[src/rtl/sprite_rom_engine.sv]
// Sprite renderer: frame-latched position/orientation, animated sprite select,
// and a two-stage pipeline from pixel coordinates to a registered "sprite on" flag.
module sprite_rom_engine #(
    parameter int SIZE        = 16,
    parameter int NUM_SPRITES = 4,
    parameter int SCALE_LOG2  = 0,
    parameter int COORD_W     = 10,
    parameter int ANIM_DIV    = 8
) (
    input  logic               clk,
    input  logic               rst_n,
    input  logic               pix_en,
    input  logic [COORD_W-1:0] pix_x,
    input  logic [COORD_W-1:0] pix_y,
    input  logic               frame_start,
    input  logic [COORD_W-1:0] spr_x,
    input  logic [COORD_W-1:0] spr_y,
    input  logic [1:0]         sprite_sel,
    input  logic               flip_h,
    input  logic               flip_v,
    input  logic               anim_en,
    output logic               pix_valid,
    output logic               pix_on,
    output logic [1:0]         cur_sprite
);

    localparam int IDX_W = $clog2(SIZE);
    localparam int CNT_W = (ANIM_DIV > 1) ? $clog2(ANIM_DIV) : 1;
    localparam logic [COORD_W:0]  BOX      = (COORD_W+1)'(SIZE << SCALE_LOG2);
    localparam logic [1:0]        LAST_SPR = 2'(NUM_SPRITES - 1);
    localparam logic [CNT_W-1:0]  LAST_CNT = CNT_W'(ANIM_DIV - 1);

    function automatic logic [7:0] rom8(input logic [1:0] spr, input logic [2:0] r);
        rom8 = 8'hFF;
        case (spr)
            2'd0: case (r)
                3'd0, 3'd7: rom8 = 8'h3C;
                3'd1, 3'd6: rom8 = 8'h7E;
                default:    rom8 = 8'hFF;
            endcase
            2'd1: case (r)
                3'd0, 3'd7: rom8 = 8'h24;
                3'd1, 3'd6: rom8 = 8'h66;
                3'd2, 3'd5: rom8 = 8'hE7;
                default:    rom8 = 8'h00;
            endcase
            2'd2:    rom8 = (r == 3'd0 || r == 3'd7) ? 8'hFF : 8'h81;
            default: rom8 = 8'hFF;
        endcase
    endfunction

    function automatic logic [15:0] rom16(input logic [1:0] spr, input logic [3:0] r);
        rom16 = 16'hFFFF;
        case (spr)
            2'd0: case (r)
                4'd0, 4'd15:      rom16 = 16'h07E0;
                4'd1, 4'd2, 4'd14: rom16 = 16'h0FF0;
                4'd3, 4'd13:      rom16 = 16'h1FF8;
                4'd4, 4'd12:      rom16 = 16'h3FFC;
                4'd5, 4'd11:      rom16 = 16'h7FFE;
                default:          rom16 = 16'hFFFF;
            endcase
            // 8x8 slotted ball with every bit doubled in both axes
            2'd1: case (r)
                4'd0, 4'd1, 4'd14, 4'd15:  rom16 = 16'h0C30;
                4'd2, 4'd3, 4'd12, 4'd13:  rom16 = 16'h3C3C;
                4'd4, 4'd5, 4'd10, 4'd11:  rom16 = 16'hFC3F;
                default:                   rom16 = 16'h0000;
            endcase
            2'd2:    rom16 = (r == 4'd0 || r == 4'd15) ? 16'hFFFF : 16'h8001;
            default: rom16 = 16'hFFFF;
        endcase
    endfunction

    logic [COORD_W-1:0] sh_x, sh_y;
    logic               sh_fh, sh_fv;
    logic [CNT_W-1:0]   anim_cnt;
    logic [1:0]         sel_mod;

    assign sel_mod = 2'({1'b0, sprite_sel} % 3'(NUM_SPRITES));

    // cur_sprite doubles as the frame-latched copy of sprite_sel.
    // NOTE: sequential state always uses non-blocking (<=) so every register
    // samples pre-edge values and simulation matches the synthesized flops.
    always_ff @(posedge clk or negedge rst_n) begin
        if (!rst_n) begin
            sh_x       <= '0;
            sh_y       <= '0;
            sh_fh      <= 1'b0;
            sh_fv      <= 1'b0;
            anim_cnt   <= '0;
            cur_sprite <= '0;
        end else begin
            if (frame_start) begin
                sh_x  <= spr_x;
                sh_y  <= spr_y;
                sh_fh <= flip_h;
                sh_fv <= flip_v;
            end
            if (!anim_en) begin
                anim_cnt <= '0;
                if (frame_start) cur_sprite <= sel_mod;
            end else if (frame_start) begin
                if (anim_cnt == LAST_CNT) begin
                    anim_cnt   <= '0;
                    cur_sprite <= (cur_sprite == LAST_SPR) ? 2'd0 : cur_sprite + 2'd1;
                end else begin
                    anim_cnt <= anim_cnt + 1'b1;
                end
            end
        end
    end

    // Extra sign bit keeps pixels left/above the origin from aliasing inside.
    logic [COORD_W:0] dx, dy;
    logic             inside_c;
    logic [IDX_W-1:0] col_c, row_c;

    assign dx = {1'b0, pix_x} - {1'b0, sh_x};
    assign dy = {1'b0, pix_y} - {1'b0, sh_y};

    // NOTE: every always_comb output gets a default first so no path can infer a latch.
    always_comb begin
        inside_c = !dx[COORD_W] && !dy[COORD_W] && (dx < BOX) && (dy < BOX);
        col_c    = IDX_W'(dx >> SCALE_LOG2);
        row_c    = IDX_W'(dy >> SCALE_LOG2);
        if (sh_fh) col_c = IDX_W'(SIZE - 1) - col_c;
        if (sh_fv) row_c = IDX_W'(SIZE - 1) - row_c;
    end

    logic             s1_en, s1_inside;
    logic [IDX_W-1:0] s1_col, s1_row;
    logic [1:0]       s1_sprite;

    always_ff @(posedge clk or negedge rst_n) begin
        if (!rst_n) begin
            s1_en     <= 1'b0;
            s1_inside <= 1'b0;
            s1_col    <= '0;
            s1_row    <= '0;
            s1_sprite <= '0;
        end else begin
            s1_en     <= pix_en;
            s1_inside <= inside_c;
            s1_col    <= col_c;
            s1_row    <= row_c;
            s1_sprite <= cur_sprite;
        end
    end

    logic [15:0] rom_word;
    logic [3:0]  bit_idx;

    // MSB of each ROM row is the leftmost column.
    always_comb begin
        rom_word = 16'h0000;
        if (SIZE == 16) rom_word      = rom16(s1_sprite, 4'(s1_row));
        else            rom_word[7:0] = rom8(s1_sprite, 3'(s1_row));
        bit_idx = 4'(SIZE - 1) - 4'(s1_col);
    end

    always_ff @(posedge clk or negedge rst_n) begin
        if (!rst_n) begin
            pix_valid <= 1'b0;
            pix_on    <= 1'b0;
        end else begin
            pix_valid <= s1_en;
            pix_on    <= s1_en & s1_inside & rom_word[bit_idx];
        end
    end

endmodule

[config.mk]
export PLATFORM = sky130hd
export DESIGN_NAME = sprite_rom_engine
export DESIGN_NICKNAME = d
export VERILOG_FILES = /design/src/rtl/sprite_rom_engine.sv
export SDC_FILE = /design/constraint.sdc
export NUM_CORES = 1
export LEC_CHECK = 0
export CORE_MARGIN = 2
export CORE_UTILIZATION = 50
export CTS_CLUSTER_DIAMETER = 80
export DETAILED_ROUTE_END_ITERATION = 8
export PLACE_DENSITY = 0.88
export SYNTH_ARGS = -nofsm -noshare
export SYNTH_HDL_FRONTEND = slang
export SYNTH_SLANG_ARGS = --single-unit
[constraint.sdc]
create_clock -name clk -period 2.5 [get_ports clk]
set_clock_uncertainty 0.05 [all_clocks]
set_input_delay 0.375 -clock clk [delete_from_list [all_inputs] [get_ports clk]]
set_output_delay 0.375 -clock clk [all_outputs]
set_load 0.02 [all_outputs]
==> results.sh, run 1 <==
export IMPL_status="finished clean"
export IMPL_ys_async_sr_fraction_pct=100
export IMPL_antenna_found_initial=0
export IMPL_dieArea_um2=6520
export IMPL_place_ws_ps=-322
export IMPL_rsz0062_at_grt="false"
export IMPL_critPathCaptureType="flip-flop"
export IMPL_seqCellArea_um2=1030
export IMPL_grt_pass1_vias=2641
export IMPL_crit_required_ps=2650
export IMPL_power_density_nw_per_um2=589
export IMPL_dp_hpwl_um=4910
export IMPL_cts_buffers=5
export IMPL_fillers=464
export IMPL_ir_worst_vdd_mv=0.302
export IMPL_core_area_um2=5610
export IMPL_max_freq_mhz=415
export IMPL_areaGrowthSynthToFinish_pct=28.6
export IMPL_final_design_area_no_fill_um2=3780
export IMPL_wl_um=6730
export IMPL_wl_met2_um=3490
export IMPL_crit_type="input pin to flip-flop"
export IMPL_vias=2646
export IMPL_slew_violations=0
export IMPL_hp_class="input pin to async pin"
export IMPL_pwr_share_clk_pct=22.2
export IMPL_relSlewSlack_pct=38.7
export IMPL_row_count=27
export IMPL_met3WireLength_um=279
export IMPL_io_pins=53
export IMPL_drtPass1Iterations=5
export IMPL_setup_slack_ps=89.5
export IMPL_r2r_end="pix_on"
export IMPL_syn_nets=400
export IMPL_synthDistinctLibCells=58
export IMPL_drc=0
export IMPL_post_route_min_period_ps=2410
export IMPL_ys_seq_area_share_pct=34.8
export IMPL_p_sw_share_pct=35.6
export IMPL_worst_r2r_startpoint="s1_row[2]"
export IMPL_worstPathArrival_ps=2560
export IMPL_grt_usage_pct=21.6
export IMPL_diodes=0
export IMPL_m1WireLength_um=2800
export IMPL_yosys_warnings=0
export IMPL_avgRoutedWirePerCell_um=14.6
export IMPL_grt_pass1_wl_um=11200
export IMPL_port_buffers=52
export IMPL_clkTransAtPathRegs_ps=80
export IMPL_multi_input_area_um2=1770
export IMPL_hold_violations=0
export IMPL_htreeDepth=2
export IMPL_placed_area_um2=3660
export IMPL_design_power_total_w=0.00223
export IMPL_place_gp_congestion=0.948
export IMPL_synth_edf_count=0
export IMPL_clock_sinks=41
export IMPL_startpoint_type="input pin"
export IMPL_synthCells=321
export IMPL_cts_root_buf="clkbuf_8"
export IMPL_path_max_fanout=3
export IMPL_drtIter0Drc=124
export IMPL_ant_nets=0
export IMPL_grt_max_degree=49
export IMPL_switchingPower_w=0.000793
export IMPL_dieWidth_um=80.7
export IMPL_pwr_share_comb_pct=38.4
export IMPL_drv_cap=0
export IMPL_power_leakage_nw=1.71
export IMPL_final_nets=468
export IMPL_tightest_slew_ps=920
export IMPL_synth_seq_cells=41
export IMPL_cell_internal_pwr_w=0.00144
export IMPL_cts_buffer_depth=2
export IMPL_worstSkewPairLatency_ps=300
export IMPL_drive_gt1_share_pct=13.3
export IMPL_grt_overflow_total=0
export IMPL_setup_viol=0
export IMPL_rrSetupSlack_ps=100
export IMPL_route_top_layer_used="met4"
export IMPL_initial_core_util_pct=52.5
export IMPL_viasPerCell=5.73
export IMPL_rr_worst_depth=8
export IMPL_post_synth_instance_area_um2=2940
export IMPL_fp_dieH_um=80.7
export IMPL_power_frac_seq_pct=39.5
export IMPL_syn_area_per_cell_um2=9.17
export IMPL_synthFlopType="dfrtp_1"
export IMPL_cts_tree="done"
export IMPL_period_share_pct=96.4
-- layout by cell type, fill, tap and decap left out, types with 3 or more instances in the layout --
cell type,netlist,final
buf_4,0,19
o21a_1,3,3
mux2_2,5,5
o31ai_1,3,3
mux2i_1,6,6
o211ai_1,5,5
nand3_1,6,6
nand2_1,31,31
ha_1,28,28
o221ai_1,3,3
xor2_1,5,5
clkbuf_8,0,7
clkdlybuf4s50_1,0,51
nand3b_1,3,3
a21oi_1,15,14
o21ai_0,31,31
inv_1,33,33
nand2b_1,6,5
xnor2_1,11,11
a221oi_1,3,3
a21o_1,3,3
nor2_1,12,12
nor2b_1,8,7
dfrtp_1,41,41
or2_2,3,3
nor3_1,4,4
-- Yosys cell counts (all sizes together), types with 3 or more instances --
| master | instances | area (um2) |
|---|---|---|
| dfrtp | 41 | 1030 |
| inv | 33 | 124 |
| nand2 | 31 | 116 |
| o21ai | 31 | 155 |
| ha | 28 | 350 |
| a21oi | 18 | 116 |
| nor2 | 13 | 51.3 |
| xnor2 | 11 | 96.3 |
| clkbuf | 8 | 30.0 |
| nor2b | 8 | 50.1 |
| mux2 | 6 | 71.3 |
| mux2i | 6 | 60.1 |
| nand2b | 6 | 37.5 |
| nand3 | 6 | 30.0 |
| o211ai | 5 | 37.5 |
| xor2 | 5 | 43.8 |
| nor3 | 4 | 20.0 |
| a21o | 3 | 22.5 |
| a221oi | 3 | 26.3 |
| buf | 3 | 21.3 |
| nand3b | 3 | 22.5 |
| nor4 | 3 | 18.8 |
| o21a | 3 | 22.5 |
| o221ai | 3 | 26.3 |
| o22ai | 3 | 25.0 |
| o31ai | 3 | 22.5 |
| or2 | 3 | 18.8 |
-- metal layers --
metal,global-route usage [%],vias up
met1,24.7,1266
met4,7.97,0
met5,0,-
met3,3.56,22
met2,40.4,83
li1,-,1275
-- power by group through the flow --
stage / sequential, W / clock [W] / combinational [W]
final: 0.000880 / 0.000495 / 0.000856
after global routing: 0.000893 / 0.000532 / 0.000942
after CTS: 0.000875 / 0.000507 / 0.000842
after detailed placement: 0.000888 / 0 / 0.000830
after global placement: 0.000878 / 0 / 0.000795
after floorplan: 0.000834 / 0 / 0.000612
-- registers in the layout, summed over array words and instances, names as in the netlist --
name        flops
sh_y           10
s1_row          4
sh_fv           1
pix_valid       1
sh_fh           1
sh_x           10
s1_sprite       2
cur_sprite      2
pix_on          1
anim_cnt        3
s1_inside       1
s1_col          4
s1_en           1
-- repair_timing --
action	CTS	global route
resized for setup	1	4
endpoints found under the setup margin	1	1
pin swaps	0	1
hold buffers	0	0
setup buffers	0	0
endpoints found under the hold margin	0	0
-- worst max-delay path, stage by stage --
cell and delay (ps):
clkdlybuf4s50_1 410, ha_1 360, a21oi_4 150, a21oi_1 90
or4_1 530, nor4_1 290, nand3_1 130, nor4b_2 240
-- metrics by stage --
stage / std cells / TNS (ps) / hold slack (ps) / utilization (%)
detailed placement: 454 / -322 / 385 / 65.3
global placement: 454 / -179 / 368 / 65.3
global route: 462 / 0 / 237 / 67.5
finish: 462 / 0 / 160 / 67.5
CTS: 462 / 0 / 201 / 67.2
floorplan: 321 / 0 / 29.4 / -
-- worst max-delay path by stage --
stage / depth (start not counted) / endpoint / slack, ps / from
after global routing: 10 / s1_inside / 5 / pix_x[0]
after detailed placement: 10 / s1_inside / -320 / pix_y[0]
final: 8 / s1_inside / 90 / pix_x[7]
after CTS: 10 / s1_inside / 40 / pix_y[0]
after global placement: 10 / s1_inside / -180 / pix_y[0]
after floorplan: 7 / s1_inside / 310 / pix_x[7]
-- logic make-up after synthesis --
logic type               synth area share, %
AO/OA/AOI/OAI                           21.3
AND/OR/NAND/NOR                         15.4
buffers and inverters                   5.95
flip-flops                              34.8
adder cells (fa/ha/maj)                 13.3
XOR/XNOR                                4.76
multiplexers                            4.46
-- cell type report --
class | count | share of cell area, %
multi-input combinational | 236 | 46.6
timing repair buffer | 72 | 17.9
clock buffer | 7 | 2.55
inverter | 33 | 3.27
sequential | 41 | 27.1
clock inverter | 1 | 0.132
tap | 72 | 2.38
No activity file was read; power rests on OpenSTA's default activity.
==> inputs of run 2 (changes only) <==
--- a/config.mk
+++ b/config.mk
@@ -10,6 +10,7 @@
 export CTS_CLUSTER_DIAMETER = 80
 export DETAILED_ROUTE_END_ITERATION = 8
 export PLACE_DENSITY = 0.88
+export SETUP_SLACK_MARGIN = 0.02
 export SYNTH_ARGS = -nofsm -noshare
 export SYNTH_HDL_FRONTEND = slang
 export SYNTH_SLANG_ARGS = --single-unit
==> results.sh, run 2 (synthesis results as in run 1) <==
export IMPL_drive_gt1_share_pct=14.1
export IMPL_post_route_min_period_ps=2410
export IMPL_path_max_fanout=3
export IMPL_hold_violations=0
export IMPL_max_freq_mhz=415
export IMPL_power_density_nw_per_um2=589
export IMPL_clkTransAtPathRegs_ps=80
export IMPL_critPathCaptureType="flip-flop"
export IMPL_drtIter0Drc=125
export IMPL_worstSkewPairLatency_ps=300
export IMPL_areaGrowthSynthToFinish_pct=28.7
export IMPL_ir_worst_vdd_mv=0.302
export IMPL_io_pins=53
export IMPL_vias=2659
export IMPL_viasPerCell=5.76
export IMPL_placed_area_um2=3660
export IMPL_startpoint_type="input pin"
export IMPL_row_count=27
export IMPL_crit_required_ps=2650
export IMPL_worst_r2r_startpoint="s1_row[2]"
export IMPL_post_cts_buffers=0
export IMPL_cts_buffer_depth=2
export IMPL_fp_dieH_um=80.7
export IMPL_final_design_area_no_fill_um2=3790
export IMPL_core_area_um2=5610
export IMPL_r2r_end="pix_on"
export IMPL_dp_hpwl_um=4910
export IMPL_rrSetupSlack_ps=190
export IMPL_cts_tree="done"
export IMPL_drtPass1Iterations=4
export IMPL_status="finished clean"
export IMPL_place_gp_congestion=0.948
export IMPL_dieArea_um2=6520
export IMPL_diodes=0
export IMPL_dieWidth_um=80.7
export IMPL_final_common_cell="clkdlybuf4s50_1"
export IMPL_setup_viol=0
export IMPL_htreeDepth=2
export IMPL_grt_max_degree=49
export IMPL_grt_pass1_vias=2641
export IMPL_antenna_found_initial=0
export IMPL_grt_pass1_wl_um=11200
export IMPL_tns_ps=0
export IMPL_rr_worst_depth=8
export IMPL_top_regs="sh_x (10), sh_y (10)"
export IMPL_drv_cap=0
export IMPL_rsz0062_at_grt="false"
export IMPL_relSlewSlack_pct=38.9
export IMPL_seqCellArea_um2=1030
export IMPL_grt_usage_pct=21.6
export IMPL_slew_violations=0
export IMPL_cts_root_buf="clkbuf_8"
export IMPL_multi_input_area_um2=1770
export IMPL_final_nets=468
export IMPL_crit_start="pix_x[7]"
export IMPL_cts_buffers=5
export IMPL_clock_sinks=41
export IMPL_layout_common_cells="51 x clkdlybuf4s50_1, 39 x dfrtp_1, 33 x inv_1"
export IMPL_drc=0
export IMPL_avgRoutedWirePerCell_um=14.5
export IMPL_tightest_slew_ps=917
export IMPL_hp_class="input pin to async pin"
export IMPL_crit_type="input pin to flip-flop"
export IMPL_worstPathArrival_ps=2560
export IMPL_ant_nets=0
export IMPL_power_leakage_nw=1.71
export IMPL_fillers=463
export IMPL_wl_um=6710
export IMPL_port_buffers=52
export IMPL_initial_core_util_pct=52.5
export IMPL_period_share_pct=96.4
export IMPL_grt_overflow_total=0
export IMPL_critPathCapture="s1_inside"
[run 2: worst min path at each step]
stage	start	depth (start not counted)	end
floorplan	rst_n	0	anim_cnt[0]
global placement	s1_en	0	pix_valid
detailed placement	s1_en	0	pix_valid
CTS	rst_n	1	sh_y[8]
global route	rst_n	1	sh_x[8]
finish	rst_n	1	sh_y[8]
[run 2: through the flow]
step | utilization [%] | hold slack (ps) | instances | total power, W | setup slack [ps]
final | 67.6 | 159 | 462 | 0.00223 | 89.8
after global routing | 67.6 | 237 | 462 | 0.00237 | 20.8
after CTS | 67.2 | 201 | 462 | 0.00222 | 35.5
after detailed placement | 65.3 | 385 | 454 | 0.00172 | -322
after global placement | 65.3 | 368 | 454 | 0.00167 | -179
after floorplan | - | 29.4 | 321 | 0.00145 | 307
[run 2: power breakdown]
| group | internal (W) | total (W) | switching (W) | leakage [nW] |
|---|---|---|---|---|
| registers | 0.000753 | 0.000882 | 0.000129 | 0.495 |
| logic | 0.000437 | 0.000858 | 0.000421 | 1.16 |
| clock network | 0.000250 | 0.000492 | 0.000242 | 0.0542 |
| total | 0.00144 | 0.00223 | 0.000792 | 1.71 |
[run 2: layout make-up]
type,count,area share (%)
Multi-Input combinational cell,236,46.6
Sequential cell,41,27.1
Timing Repair Buffer,72,17.9
Inverter,33,3.27
Clock buffer,7,2.54
Tap cell,72,2.38
Clock inverter,1,0.132
[run 2: metal layers]
metal | GRT usage [%] | up-vias | share of wire [%]
met5 | 0 | - | 0
met4 | 7.97 | 0 | 2.4
met3 | 3.56 | 24 | 4.7
met2 | 40.4 | 106 | 52
met1 | 24.7 | 1257 | 41
li1 | - | 1272 | -
[run 2: critical path, stage by stage]
cell and delay [ps]:
clkdlybuf4s50_1 410, ha_1 360, a21oi_4 150, a21oi_1 90
or4_1 530, nor4_1 290, nand3_1 130, nor4b_2 240
[run 2: repair_timing]
action / CTS / global route
hold buffers: 0 / 0
gates cloned: 0 / 0
gates resized for setup: 1 / 7
pin swaps: 0 / 2
setup endpoints to repair: 1 / 2
==> inputs of run 3 (changes only) <==
--- a/config.mk
+++ b/config.mk
@@ -11,6 +11,7 @@
 export DETAILED_ROUTE_END_ITERATION = 8
 export PLACE_DENSITY = 0.88
 export SETUP_SLACK_MARGIN = 0.02
+export SLEW_MARGIN = 20
 export SYNTH_ARGS = -nofsm -noshare
 export SYNTH_HDL_FRONTEND = slang
 export SYNTH_SLANG_ARGS = --single-unit
==> constraint.sdc (replaced) <==
create_clock -name clk -period 2.3 [get_ports clk]
set_clock_uncertainty 0.05 [all_clocks]
set_input_delay 0.345 -clock clk [delete_from_list [all_inputs] [get_ports clk]]
set_output_delay 0.345 -clock clk [all_outputs]
set_load 0.02 [all_outputs]
==> results.sh, run 3 (synthesis results as in run 1) <==
export IMPL_startpoint_type="input pin"
export IMPL_max_freq_mhz=445
export IMPL_final_nets=486
export IMPL_layout_cells_non_filler=480
export IMPL_areaGrowthSynthToFinish_pct=40.5
export IMPL_antenna_found_initial=0
export IMPL_pwr_share_comb_pct=42.2
export IMPL_drive_gt1_share_pct=22.5
export IMPL_worst_r2r_startpoint="sh_x[9]"
export IMPL_final_common_cell="clkdlybuf4s50_1"
export IMPL_io_pins=53
export IMPL_row_count=27
export IMPL_drc=0
export IMPL_power_leakage_nw=1.88
export IMPL_grt_pass1_wl_um=11700
export IMPL_viasPerCell=5.81
export IMPL_slew_violations=0
export IMPL_worstPathArrival_ps=2410
export IMPL_ant_nets=0
export IMPL_grt_overflow_total=0
export IMPL_critPathCaptureType="flip-flop"
export IMPL_power_density_nw_per_um2=648
export IMPL_cts_buffer_depth=2
export IMPL_fillers=394
export IMPL_hp_class="input pin to async pin"
export IMPL_dp_hpwl_um=5220
export IMPL_relSlewSlack_pct=60.6
export IMPL_switchingPower_w=0.000936
export IMPL_dieArea_um2=6520
export IMPL_dieWidth_um=80.7
export IMPL_rr_worst_depth=8
export IMPL_drtPass1Iterations=4
export IMPL_layout_common_cells="44 x clkdlybuf4s50_1, 41 x dfrtp_1, 36 x buf_4"
export IMPL_clkTransAtPathRegs_ps=80
export IMPL_crit_required_ps=2460
export IMPL_status="finished clean"
export IMPL_initial_core_util_pct=52.5
export IMPL_core_area_um2=5610
export IMPL_crit_type="input pin to flip-flop"
export IMPL_post_route_min_period_ps=2250
export IMPL_period_share_pct=97.8
export IMPL_pwr_share_clk_pct=22.7
export IMPL_setup_viol=0
export IMPL_p_sw_share_pct=34.9
export IMPL_grt_max_degree=34
export IMPL_vias=2790
export IMPL_fin_util_pct=73.8
export IMPL_grt_pass1_vias=2762
export IMPL_rsz0062_at_grt="true"
export IMPL_worstSkewPairLatency_ps=290
export IMPL_hold_violations=0
export IMPL_htreeDepth=2
export IMPL_clock_sinks=41
export IMPL_cts_buffers=5
export IMPL_power_frac_seq_pct=35.2
export IMPL_wl_um=7670
export IMPL_dp_cells=469
export IMPL_drtIter0Drc=125
export IMPL_place_gp_congestion=0.933
export IMPL_design_power_total_w=0.00268
export IMPL_cts_tree="done"
export IMPL_crit_start="pix_y[4]"
export IMPL_top_regs="sh_x (10), sh_y (10)"
export IMPL_avgRoutedWirePerCell_um=16.0
export IMPL_tightest_slew_ps=589
export IMPL_path_max_fanout=2
export IMPL_cts_root_buf="clkbuf_8"
export IMPL_cell_internal_pwr_w=0.00174
export IMPL_ir_worst_vdd_mv=0.486
export IMPL_grt_usage_pct=22.9
export IMPL_diodes=0
export IMPL_port_buffers=52
export IMPL_drv_cap=0
export IMPL_tns_ps=0
export IMPL_fp_dieH_um=80.7
run 3: metrics by stage:
stage | setup slack [ps] | instance area, um2 | hold WS (ps)
2_1_floorplan | 137 | 2940 | -0.591
3_3_place_gp | -367 | 3770 | 190
3_5_place_dp | -410 | 3770 | 202
4_1_cts | 41.8 | 3950 | 403
5_1_grt | -2.61 | 4140 | 427
6_report | 51.4 | 4140 | 407
run 3: worst paths after layout:
| check | slack (ps) | endpoint |
|---|---|---|
| worst min register to register | 410 | pix_valid |
| worst max-delay path | 50 | s1_inside |
| worst min-delay path | 410 | sh_y[6] |
| min in group clk | 410 | pix_valid |
| worst max register to register | 70 | s1_inside |
| max in group asynchronous | 1100 | s1_en |
run 3: final cells by class:
cell class | instances | area [um2] | area share (%)
inverters | 33 | 124 | 2.99
repair buffers | 90 | 833 | 20.1
clock inverters | 1 | 30.0 | 0.726
multi-input cells | 236 | 1950 | 47.1
well taps | 72 | 90.1 | 2.18
clock buffers | 7 | 86.3 | 2.09
flip-flops and latches | 41 | 1030 | 24.8
run 3: what timing repair did:
| action | 4_1_cts | 5_1_grt |
|---|---|---|
| setup endpoints to repair | 1 | 2 |
| setup buffers | 1 | 1 |
| pin swaps | 4 | 15 |
| hold endpoints to repair | 12 | 0 |
| gates resized for setup | 8 | 36 |
| hold buffers | 1 | 0 |
run 3: power by group through the flow:
stage	clock, W	sequential [W]	combinational (W)
2_1_floorplan	0	0.000906	0.000666
3_3_place_gp	0	0.000937	0.000939
3_5_place_dp	0	0.000945	0.000986
4_1_cts	0.000622	0.000932	0.00102
5_1_grt	0.000650	0.000957	0.00123
6_report	0.000607	0.000943	0.00113
run 3: routing by layer:
layer	vias up	share of wire [%]	global-route usage, %
li1	1318	-	-
met3	29	4.9	3.56
met2	103	54	44.8
met1	1340	39	25.6
met5	-	0	0
met4	0	2.9	6.10
run 3: worst max-delay path, stage by stage:
cell and delay [ps]:
clkdlybuf4s50_1 510, ha_4 150, nand2b_4 120, o22ai_2 80
or4_4 560, nor4_4 270, nand3_1 120, nor4b_2 260
